[src/rtl/l4_demux8_ser2par.sv]
`default_nettype none
// ============================================================================
// Module      : l4_demux8_ser2par
// Description : 1:8 word demux; packs a word stream into eight slot registers
//               and holds the frame until the consumer acknowledges it.
// Revision    : 1.0 - initial release
// ============================================================================
module l4_demux8_ser2par #(
    parameter int NBITS = 8
) (
    input  logic             clk,
    input  logic             reset,
    input  logic             in_valid,
    output logic             in_ready,
    input  logic [NBITS-1:0] din,
    input  logic             in_last,
    output logic [NBITS-1:0] out0,
    output logic [NBITS-1:0] out1,
    output logic [NBITS-1:0] out2,
    output logic [NBITS-1:0] out3,
    output logic [NBITS-1:0] out4,
    output logic [NBITS-1:0] out5,
    output logic [NBITS-1:0] out6,
    output logic [NBITS-1:0] out7,
    output logic             out_valid,
    output logic [3:0]       out_cnt,
    input  logic             out_ack
);

    typedef enum logic [0:0] {
        ST_FILL = 1'b0,
        ST_FULL = 1'b1
    } state_t;

    localparam logic [2:0] c_LAST_IDX = 3'd7;

    state_t           r_state_q, w_state_d;
    logic [2:0]       r_idx_q,   w_idx_d;
    logic [3:0]       r_cnt_q,   w_cnt_d;
    logic [NBITS-1:0] r_slot_q [8];
    logic [NBITS-1:0] w_slot_d [8];
    logic             w_accept;

    assign w_accept = in_valid && (r_state_q == ST_FILL);

    always_comb begin
        w_state_d = r_state_q;
        w_idx_d   = r_idx_q;
        w_cnt_d   = r_cnt_q;
        for (int k = 0; k < 8; k++) begin
            w_slot_d[k] = r_slot_q[k];
        end

        case (r_state_q)
            ST_FILL: begin
                if (w_accept) begin
                    w_slot_d[r_idx_q] = din;
                    w_idx_d           = r_idx_q + 3'd1;
                    // Frame closes on the 8th word or on in_last, whichever first
                    if (r_idx_q == c_LAST_IDX || in_last) begin
                        w_state_d = ST_FULL;
                        w_cnt_d   = {1'b0, r_idx_q} + 4'd1;
                        w_idx_d   = 3'd0;
                    end
                end
            end
            ST_FULL: begin
                if (out_ack) begin
                    w_state_d = ST_FILL;
                    w_idx_d   = 3'd0;
                    w_cnt_d   = 4'd0;
                    for (int k = 0; k < 8; k++) begin
                        w_slot_d[k] = '0;
                    end
                end
            end
            default: begin
                w_state_d = ST_FILL;
            end
        endcase
    end

    always_ff @(posedge clk) begin
        if (reset) begin
            r_state_q <= ST_FILL;
            r_idx_q   <= 3'd0;
            r_cnt_q   <= 4'd0;
            for (int k = 0; k < 8; k++) begin
                r_slot_q[k] <= '0;
            end
        end else begin
            r_state_q <= w_state_d;
            r_idx_q   <= w_idx_d;
            r_cnt_q   <= w_cnt_d;
            for (int k = 0; k < 8; k++) begin
                r_slot_q[k] <= w_slot_d[k];
            end
        end
    end

    // Handshake outputs decode the state register only
    assign in_ready  = (r_state_q == ST_FILL);
    assign out_valid = (r_state_q == ST_FULL);
    assign out_cnt   = r_cnt_q;

    assign out0 = r_slot_q[0];
    assign out1 = r_slot_q[1];
    assign out2 = r_slot_q[2];
    assign out3 = r_slot_q[3];
    assign out4 = r_slot_q[4];
    assign out5 = r_slot_q[5];
    assign out6 = r_slot_q[6];
    assign out7 = r_slot_q[7];

endmodule
`default_nettype wire
[config.mk]
export PLATFORM = sky130hd
export DESIGN_NAME = l4_demux8_ser2par
export DESIGN_NICKNAME = d
export VERILOG_FILES = /design/src/rtl/l4_demux8_ser2par.sv
export SDC_FILE = /design/constraint.sdc
export NUM_CORES = 1
export LEC_CHECK = 0
export CORE_ASPECT_RATIO = 0.9
export CORE_MARGIN = 2
export CORE_UTILIZATION = 37
export DETAILED_ROUTE_END_ITERATION = 12
export PLACE_DENSITY = 0.66
export RECOVER_POWER = 25
export SLEW_MARGIN = 40
export SYNTH_ARGS = -nofsm -noshare
export SYNTH_HDL_FRONTEND = slang
export SYNTH_SLANG_ARGS = --single-unit
[constraint.sdc]
create_clock -name clk -period 4.1 [get_ports clk]
set_input_delay 1.23 -clock clk [delete_from_list [all_inputs] [get_ports clk]]
set_output_delay 1.23 -clock clk [all_outputs]
set_load 0.01 [all_outputs]
# After elaboration in Yosys (flattened, before gate mapping)
# Memories as Yosys holds them, arrays and structs flattened.
# Cells that the tools add are included.
totals:
  regBits: 8
  in_bits: 13
  word_cells: 56
  mem_count: 1
  mem_bits_rw: 64
  romBits: 0
  latch_bits: 0
mem_list:
  columns: ["memory", "words", "width", "rd", "rd_clocked_by_memory_dff", "write_ports", "line_no", "source"]
  rows:
  - ["r_slot_q", 8, 8, 8, 0, 8, "40", "logic [NBITS-1:0] r_slot_q [8];"]
classes:
  mul: 0
  n_bitwise: 10
  magnitude_cmp: 2
  shifts: 0
  eq_ne: 4
  add_sub_neg: 2
  muxes: 29
  n_reduce_logical: 5
  n_div: 0
ops:
  columns: ["operator", "count"]
  rows:
  - ["64-bit two-way mux", 2]
  - ["64-bit one-hot mux with 2 select lines", 1]
  - ["8-bit two-way mux", 9]
  - ["64-bit bitwise mux", 1]
  - ["8-bit demux with 3-bit select", 1]
  - ["4-bit two-way mux", 3]
  - ["3-bit two-way mux", 3]
  - ["1-bit OR", 8]
  - ["4-bit one-hot mux with 2 select lines", 1]
  - ["1-bit two-way mux", 6]
  - ["3-bit one-hot mux with 2 select lines", 1]
  - ["3-bit by 1-bit adder with 4-bit output, second input constant", 1]
  - ["4-bit >= comparator, second input constant", 1]
  - ["4-bit by 1-bit < comparator with 1-bit output, second input constant", 1]
  - ["2-bit by 1-bit != test with 1-bit output, second input constant", 2]
  - ["3-bit NOT with 4-bit output", 1]
  - ["3-bit by 1-bit adder with 3-bit output, second input constant", 1]
  - ["3-bit equality test, second input constant", 1]
  - ["3-bit AND reduction", 1]
  - ["1-bit logical AND", 2]
  - ["2-bit != test, second input constant", 1]
  - ["1-bit one-hot mux with 2 select lines", 1]
  - ["2-bit AND reduction", 1]
  - ["1-bit logical OR", 1]
  - ["1-bit NOT", 1]

# Longest topological paths before layout
# Gate-level depths: netlist of the first run.
logic_depth:
  word_depth: 9
  ltp_mapped: 5

# Worst setup path after synthesis of the first run
# Ideal clock, no wire load.
synth_path:
  path_kind: "input -> register"
  from: "in in_valid"
  to: "mem r_slot_q[1][1] (netlist: r_slot_q[0][9])"
  stages: 5
  slack_ps: 1929
  setup_ps: 117
  t_arrival_ps: 2054
  path_cell_list: "nor2b_2 -> buf_2 -> and2_1 -> buf_2 -> a22o_1"
synth_lines:
  columns: ["element", "line_no", "source"]
  rows:
  - ["start: declaration", "13", "input logic in_valid,"]
  - ["end: declaration", "40", null]

==> reports/results.ini, run 1 <==
[cells_and_area]
diodes = 0
syn_to_final_growth_pct = 43.3
drive_gt1_share_pct = 8.72
seq_area_um2 = 1440
finalNetCount = 308
nFillCells = 593
fin_cells = 388
final_util_pct = 54.8
multi_input_area_um2 = 992

[drt]
wl_per_cell_um = 17.4
drt_pass1_iterations = 4
top_layer_used = met4
antenna_left = 0
wl_met2_um = 2950
viasPerCell = 5.31
vias = 2062
dr_wl_met3_um = 487
drc = 0
dr.first_iter.drc_count = 201
m1WireLength_um = 3280
wl_um = 6770

[worst_setup_path]
reg2reg_slack_ps = 2030
crit-reg2reg-capture = r_slot_q[0][18]
reg2reg_depth = 3
endpoint_kind = flop
cp.arrival_ps = 3510
path_class = in2reg
cp_max_fo = 15
startpoint_type = input pin
worstPathRequired_ps = 4380
r2r-start = out_valid

[logic_synthesis]
synth.avg_cell_area_um2 = 11.7
synth_nets = 229
synth_largest_area_cell = dfxtp_1
yosysWarnings = 0
synth_area_leaders = dfxtp_1 58%, a22o_1 22%, a21oi_1 2.0%, and2_1 2.0%, buf_2 1.6%
yosysSeqAreaShare_pct = 57.6
yosys_register_bits = 72
synth_top_area_share_pct = 57.6
syn-instance-count = 214
netlist_area_um2 = 2500
ys_types = 28

[status]
status = completed

[power_and_ir_drop]
power_leakage_nw = 1.41
power.total_mw = 1.41
ir_drop_v = 0.000193
power_per_cell_area_nw_per_um2 = 393

[place]
place.gp.congestion = 0.787
placed_cells = 372
portBuffers = 82
dp_hpwl_um = 4540

[sta]
relSlewSlack_pct = 31.2
timing.fmax_mhz = 310
setup_tns_ps = 0
clock_skew_ps = 8.56
slew_violations = 0
worstMarginPinSlew_ps = 1030
fin_crit_sh_pct = 78.7
min_period_ps = 3230
rsz0062_at_grt = false
setup_viol = 0
hold_viol_final = 0
holdWs_ps = 471

[hold_path]
whs_path_depth = 1
hold_class = reg2reg
hold_start = r_slot_q[0][0]
min_to = r_slot_q[0][0]

[clock_network]
cts_htree_levels = 3
postCtsSetupRepairBufs = 0
cts_buffers = 9
clk_pin_slew_worst_paths_ps = 80
cts-root-buf = clkbuf_8
worst_skew_pair.late_latency_ps = 340
clock_sinks = 72
postCtsHoldBufs = 0
cts_tree = yes
cts_resized = 0
clockBufferDepth = 2

[floorplanning]
rows = 28
die_w_um = 90.7
dieArea_um2 = 7440
ios = 83
die_y_um = 82.0
start_util_pct = 38.2
coreArea_um2 = 6550

[grt]
grt_max_degree = 16
grtUsageTotal_pct = 19.1
overflow = 0
grt_pass1_wl_um = 10700
grt_pass1_vias = 1941
antenna_found_initial = 0

[flow_run]
cap_violations = 0

==> per-stage QoR <==
stage                     instance area [um2]  setup slack [ps]
after global placement                   3370               915
after global routing                     3590               815
final                                    3590               874
after CTS                                3590              1230
after detailed placement                 3370               895
after floorplan                          2500              1930
==> state kept, by name (all words and copies together) (netlist names) <==
| name | cells |
|---|---|
| r_slot_q | 64 |
| out_valid | 1 |
| r_idx_q | 3 |
| out_cnt | 4 |
==> cells in the mapped netlist <==
cell type,number
dfxtp_1,72
a22o_1,64
a21oi_1,10
and2_1,8
buf_2,8
nor2_1,6
buf_1,5
nand3_1,5
nand2b_1,4
nor3_2,4
o211ai_1,4
a31oi_2,3
ha_1,2
nand2_1,2
nand4_1,2
nor2b_1,2
or3_1,2
a21o_1,1
a2bb2oi_1,1
a31oi_1,1
a41oi_2,1
clkbuf_1,1
inv_1,1
nor2b_2,1
nor3b_1,1
nor4_2,1
or2_2,1
or4b_1,1
==> how the worst max path moves through the flow <==
| stage | to | start |
|---|---|---|
| floorplan | r_slot_q[0][9] | in_valid |
| global placement | r_slot_q[1][15] | reset |
| detailed placement | r_slot_q[1][6] | reset |
| CTS | r_slot_q[1][3] | reset |
| global route | r_slot_q[1][10] | in_valid |
| finish | r_slot_q[0][18] | in_valid |
==> cells in the final DEF (no fill, tap or decap), types with 2 or more instances in the layout <==
cell             Yosys  layout
o211ai_1             4       4
a21oi_1             10      10
nand2b_1             4       4
ha_1                 2       2
a22o_1              64      64
and2_1               8       8
dfxtp_1             72      72
clkbuf_8             0      12
dlygate4sd3_1        0      29
nand2_1              2       2
clkdlybuf4s50_1      0      53
nor2_1               6       6
nor2b_1              2       3
nand3_1              5       5
a31oi_2              3       3
or3_1                2       2
nor3_2               4       4
nand4_1              2       2
==> worst max-delay path: stages <==
cell           delay [ps]
dlygate4sd3_1         600
nor2b_1               840
and2_1                590
a22o_1                240
==> layout make-up <==
type / count / area share, %
repair buffers: 82 / 22.9
clock inverters: 4 / 1.43
multi-input cells: 127 / 27.7
inverters: 1 / 0.105
clock buffers: 12 / 4.60
well taps: 90 / 3.14
flip-flops and latches: 72 / 40.2
==> cells by family (layout without fill, tap and decap cells) <==
logic type	Yosys count	count (layout)	synth area share (%)
flip-flops	72	72	57.6
AND/OR/NAND/NOR	40	40	10.1
adder cells (fa/ha/maj)	2	2	1.00
buffers and inverters	15	99	2.65
AO/OA/AOI/OAI	85	85	28.7
==> report_power, final <==
part	switching [mW]	internal (mW)	total [mW]
clock network	0.261	0.331	0.592
registers	0.00945	0.709	0.719
logic	0.0597	0.0416	0.101
total	0.330	1.08	1.41
==> layer usage <==
metal,global-route usage (%),up-vias
met4,6.46,0
met5,0,-
li1,-,984
met2,26.6,81
met1,26.3,993
met3,8.26,4
(Power assumes the default switching activity.)
==> run 2: changes to the inputs <==
==> constraint.sdc (replaced) <==
create_clock -name clk -period 3.2 [get_ports clk]
set_input_delay 0.96 -clock clk [delete_from_list [all_inputs] [get_ports clk]]
set_output_delay 0.96 -clock clk [all_outputs]
set_load 0.01 [all_outputs]
==> reports/results.ini, run 2 (same netlist as run 1, synthesis figures left out) <==
[drt]
top_layer_used = met4
drc = 0  ; unchanged
wl_um = 6630  ; -2.0%
dr_wl_met3_um = 563  ; +16%
viasPerCell = 5.29  ; -0.48%
vias = 2052  ; -0.48%
antenna_left = 0  ; unchanged
wl_per_cell_um = 17.1  ; -2.0%
dr.first_iter.drc_count = 113  ; -44%
wl_met2_um = 2850  ; -3.5%
m1WireLength_um = 3190  ; -2.7%
drt_pass1_iterations = 4  ; unchanged

[clock_network]
postCtsHoldBufs = 0  ; unchanged
cts-root-buf = clkbuf_8
cts_tree = yes
clockBufferDepth = 2  ; unchanged
worst_skew_pair.late_latency_ps = 340  ; about the same
clk_pin_slew_worst_paths_ps = 70  ; about the same
cts_buffers = 9  ; unchanged
clock_sinks = 72  ; unchanged
cts_htree_levels = 3  ; unchanged
postCtsSetupRepairBufs = 0  ; unchanged
cts_resized = 0  ; unchanged

[sta]
setup_viol = 0  ; unchanged
fin_crit_sh_pct = 80.2
rsz0062_at_grt = false
relSlewSlack_pct = 50.1  ; +19 points
hold_viol_final = 0  ; unchanged
worstMarginPinSlew_ps = 742  ; -288 ps
clock_skew_ps = 5.92  ; -2.64 ps
slew_violations = 0  ; unchanged
min_period_ps = 2570
setup_tns_ps = 0  ; unchanged
timing.fmax_mhz = 390

[cells_and_area]
finalNetCount = 309  ; +0.32%
final_cell_mix = 72 x dfxtp_1, 64 x a22o_1, 53 x clkdlybuf4s50_1, 29 x dlygate4sd3_1
largest-register = r_slot_q
layout_commonest_cell = dfxtp_1
diodes = 0  ; unchanged
drive_gt1_share_pct = 9.06  ; +0.34 points
fin_area_um2 = 3580  ; -0.31%
nFillCells = 568  ; -4.2%
final_util_pct = 54.6  ; -0.17 points
largest_reg_flops = 64  ; unchanged
syn_to_final_growth_pct = 42.9
fin_cells = 388  ; unchanged

[floorplanning]
die_y_um = 82.0  ; unchanged
ios = 83  ; unchanged
dieArea_um2 = 7440  ; unchanged
start_util_pct = 38.2  ; unchanged
die_w_um = 90.7  ; unchanged
rows = 28  ; unchanged
coreArea_um2 = 6550  ; unchanged

[status]
status = completed

[power_and_ir_drop]
power_frac_clock_pct = 40.1  ; -1.8 points
power.internal_mw = 1.34  ; +24%
ir_drop_v = 0.000216  ; +12%
pwr-share-seq_pct = 52.4  ; +1.5 points
power_per_cell_area_nw_per_um2 = 491  ; +25%
comb_power_share_pct = 7.5  ; +0.3 points
swShare_pct = 23.8  ; +0.41 points
power.total_mw = 1.76  ; +25%
power_leakage_nw = 1.40  ; -0.45%
switching_power_mw = 0.418  ; +27%

[place]
portBuffers = 82  ; unchanged
dp_hpwl_um = 4600  ; +1.4%
place.gp.congestion = 0.870  ; +10%
placed_cells = 373  ; +0.27%
placed_area_um2 = 3380  ; +0.22%

[worst_setup_path]
reg2reg_slack_ps = 1210  ; -820 ps
cp_max_fo = 15  ; unchanged
worstPathRequired_ps = 3480  ; -900 ps
startpoint_type = input pin
reg2reg_depth = 5  ; +2
r2r-start = r_idx_q[1]
cp.arrival_ps = 2850  ; -660 ps
endpoint_kind = flop
crit-reg2reg-capture = out_cnt[3]
path_class = in2reg

[grt]
grt_max_degree = 16  ; unchanged
grt_pass1_wl_um = 10400  ; -3.0%
grtUsageTotal_pct = 18.3  ; -0.77 points
grt_pass1_vias = 1890  ; -2.6%
overflow = 0  ; unchanged
antenna_found_initial = 0  ; unchanged

[flow_run]
cap_violations = 0  ; unchanged

[hold_path]
min_to = r_slot_q[1][10]
hold_start = r_slot_q[1][10]
hold_class = reg2reg
whs_path_depth = 1  ; unchanged

## run 2: cell count changes in the layout (fill, tap and decap cells not counted), sizes merged
cell,before,now
clkinvlp,1,3
clkinv,2,1
clkbuf,12,10
buf,0,1
## run 2: through the flow
stage	hold slack [ps]	setup WS, ps
floorplan	511	1300
global placement	457	390
detailed placement	454	337
CTS	478	695
global route	487	519
finish	473	633
## run 2: critical path, cell delays in order
cell and delay (ps):
dlygate4sd3_1 600, nor2b_2 530, and2_1 530, a22o_1 230
## run 2: power groups by stage
stage	Sequential, mW	Combinational (mW)	Clock, mW
floorplan	0.943	0.0708	0
global placement	0.942	0.133	0
detailed placement	0.942	0.135	0
CTS	0.921	0.135	0.724
global route	0.923	0.142	0.760
finish	0.921	0.131	0.705
## run 2: how the worst max path moves through the flow
stage          startpoint               to
2_1_floorplan    in_valid   r_slot_q[0][9]
3_3_place_gp     in_valid  r_slot_q[0][22]
3_5_place_dp     in_valid  r_slot_q[1][24]
4_1_cts          in_valid   r_slot_q[1][0]
5_1_grt          in_valid  r_slot_q[1][22]
6_report         in_valid  r_slot_q[0][22]
## run 2: routing by layer
metal	track usage, %	up-vias
met3	6.15	2
met1	25.9	972
met4	5.54	0
li1	-	989
met2	26.4	89
met5	0	-
## run 2: final cells by class
cell class	instances	area [um2]	area share [%]
Sequential cell	72	1440	40.3
Clock buffer	10	138	3.85
Timing Repair Buffer	83	828	23.2
Inverter	1	3.75	0.105
Tap cell	90	113	3.15
Multi-Input combinational cell	127	995	27.8
Clock inverter	5	57.6	1.61
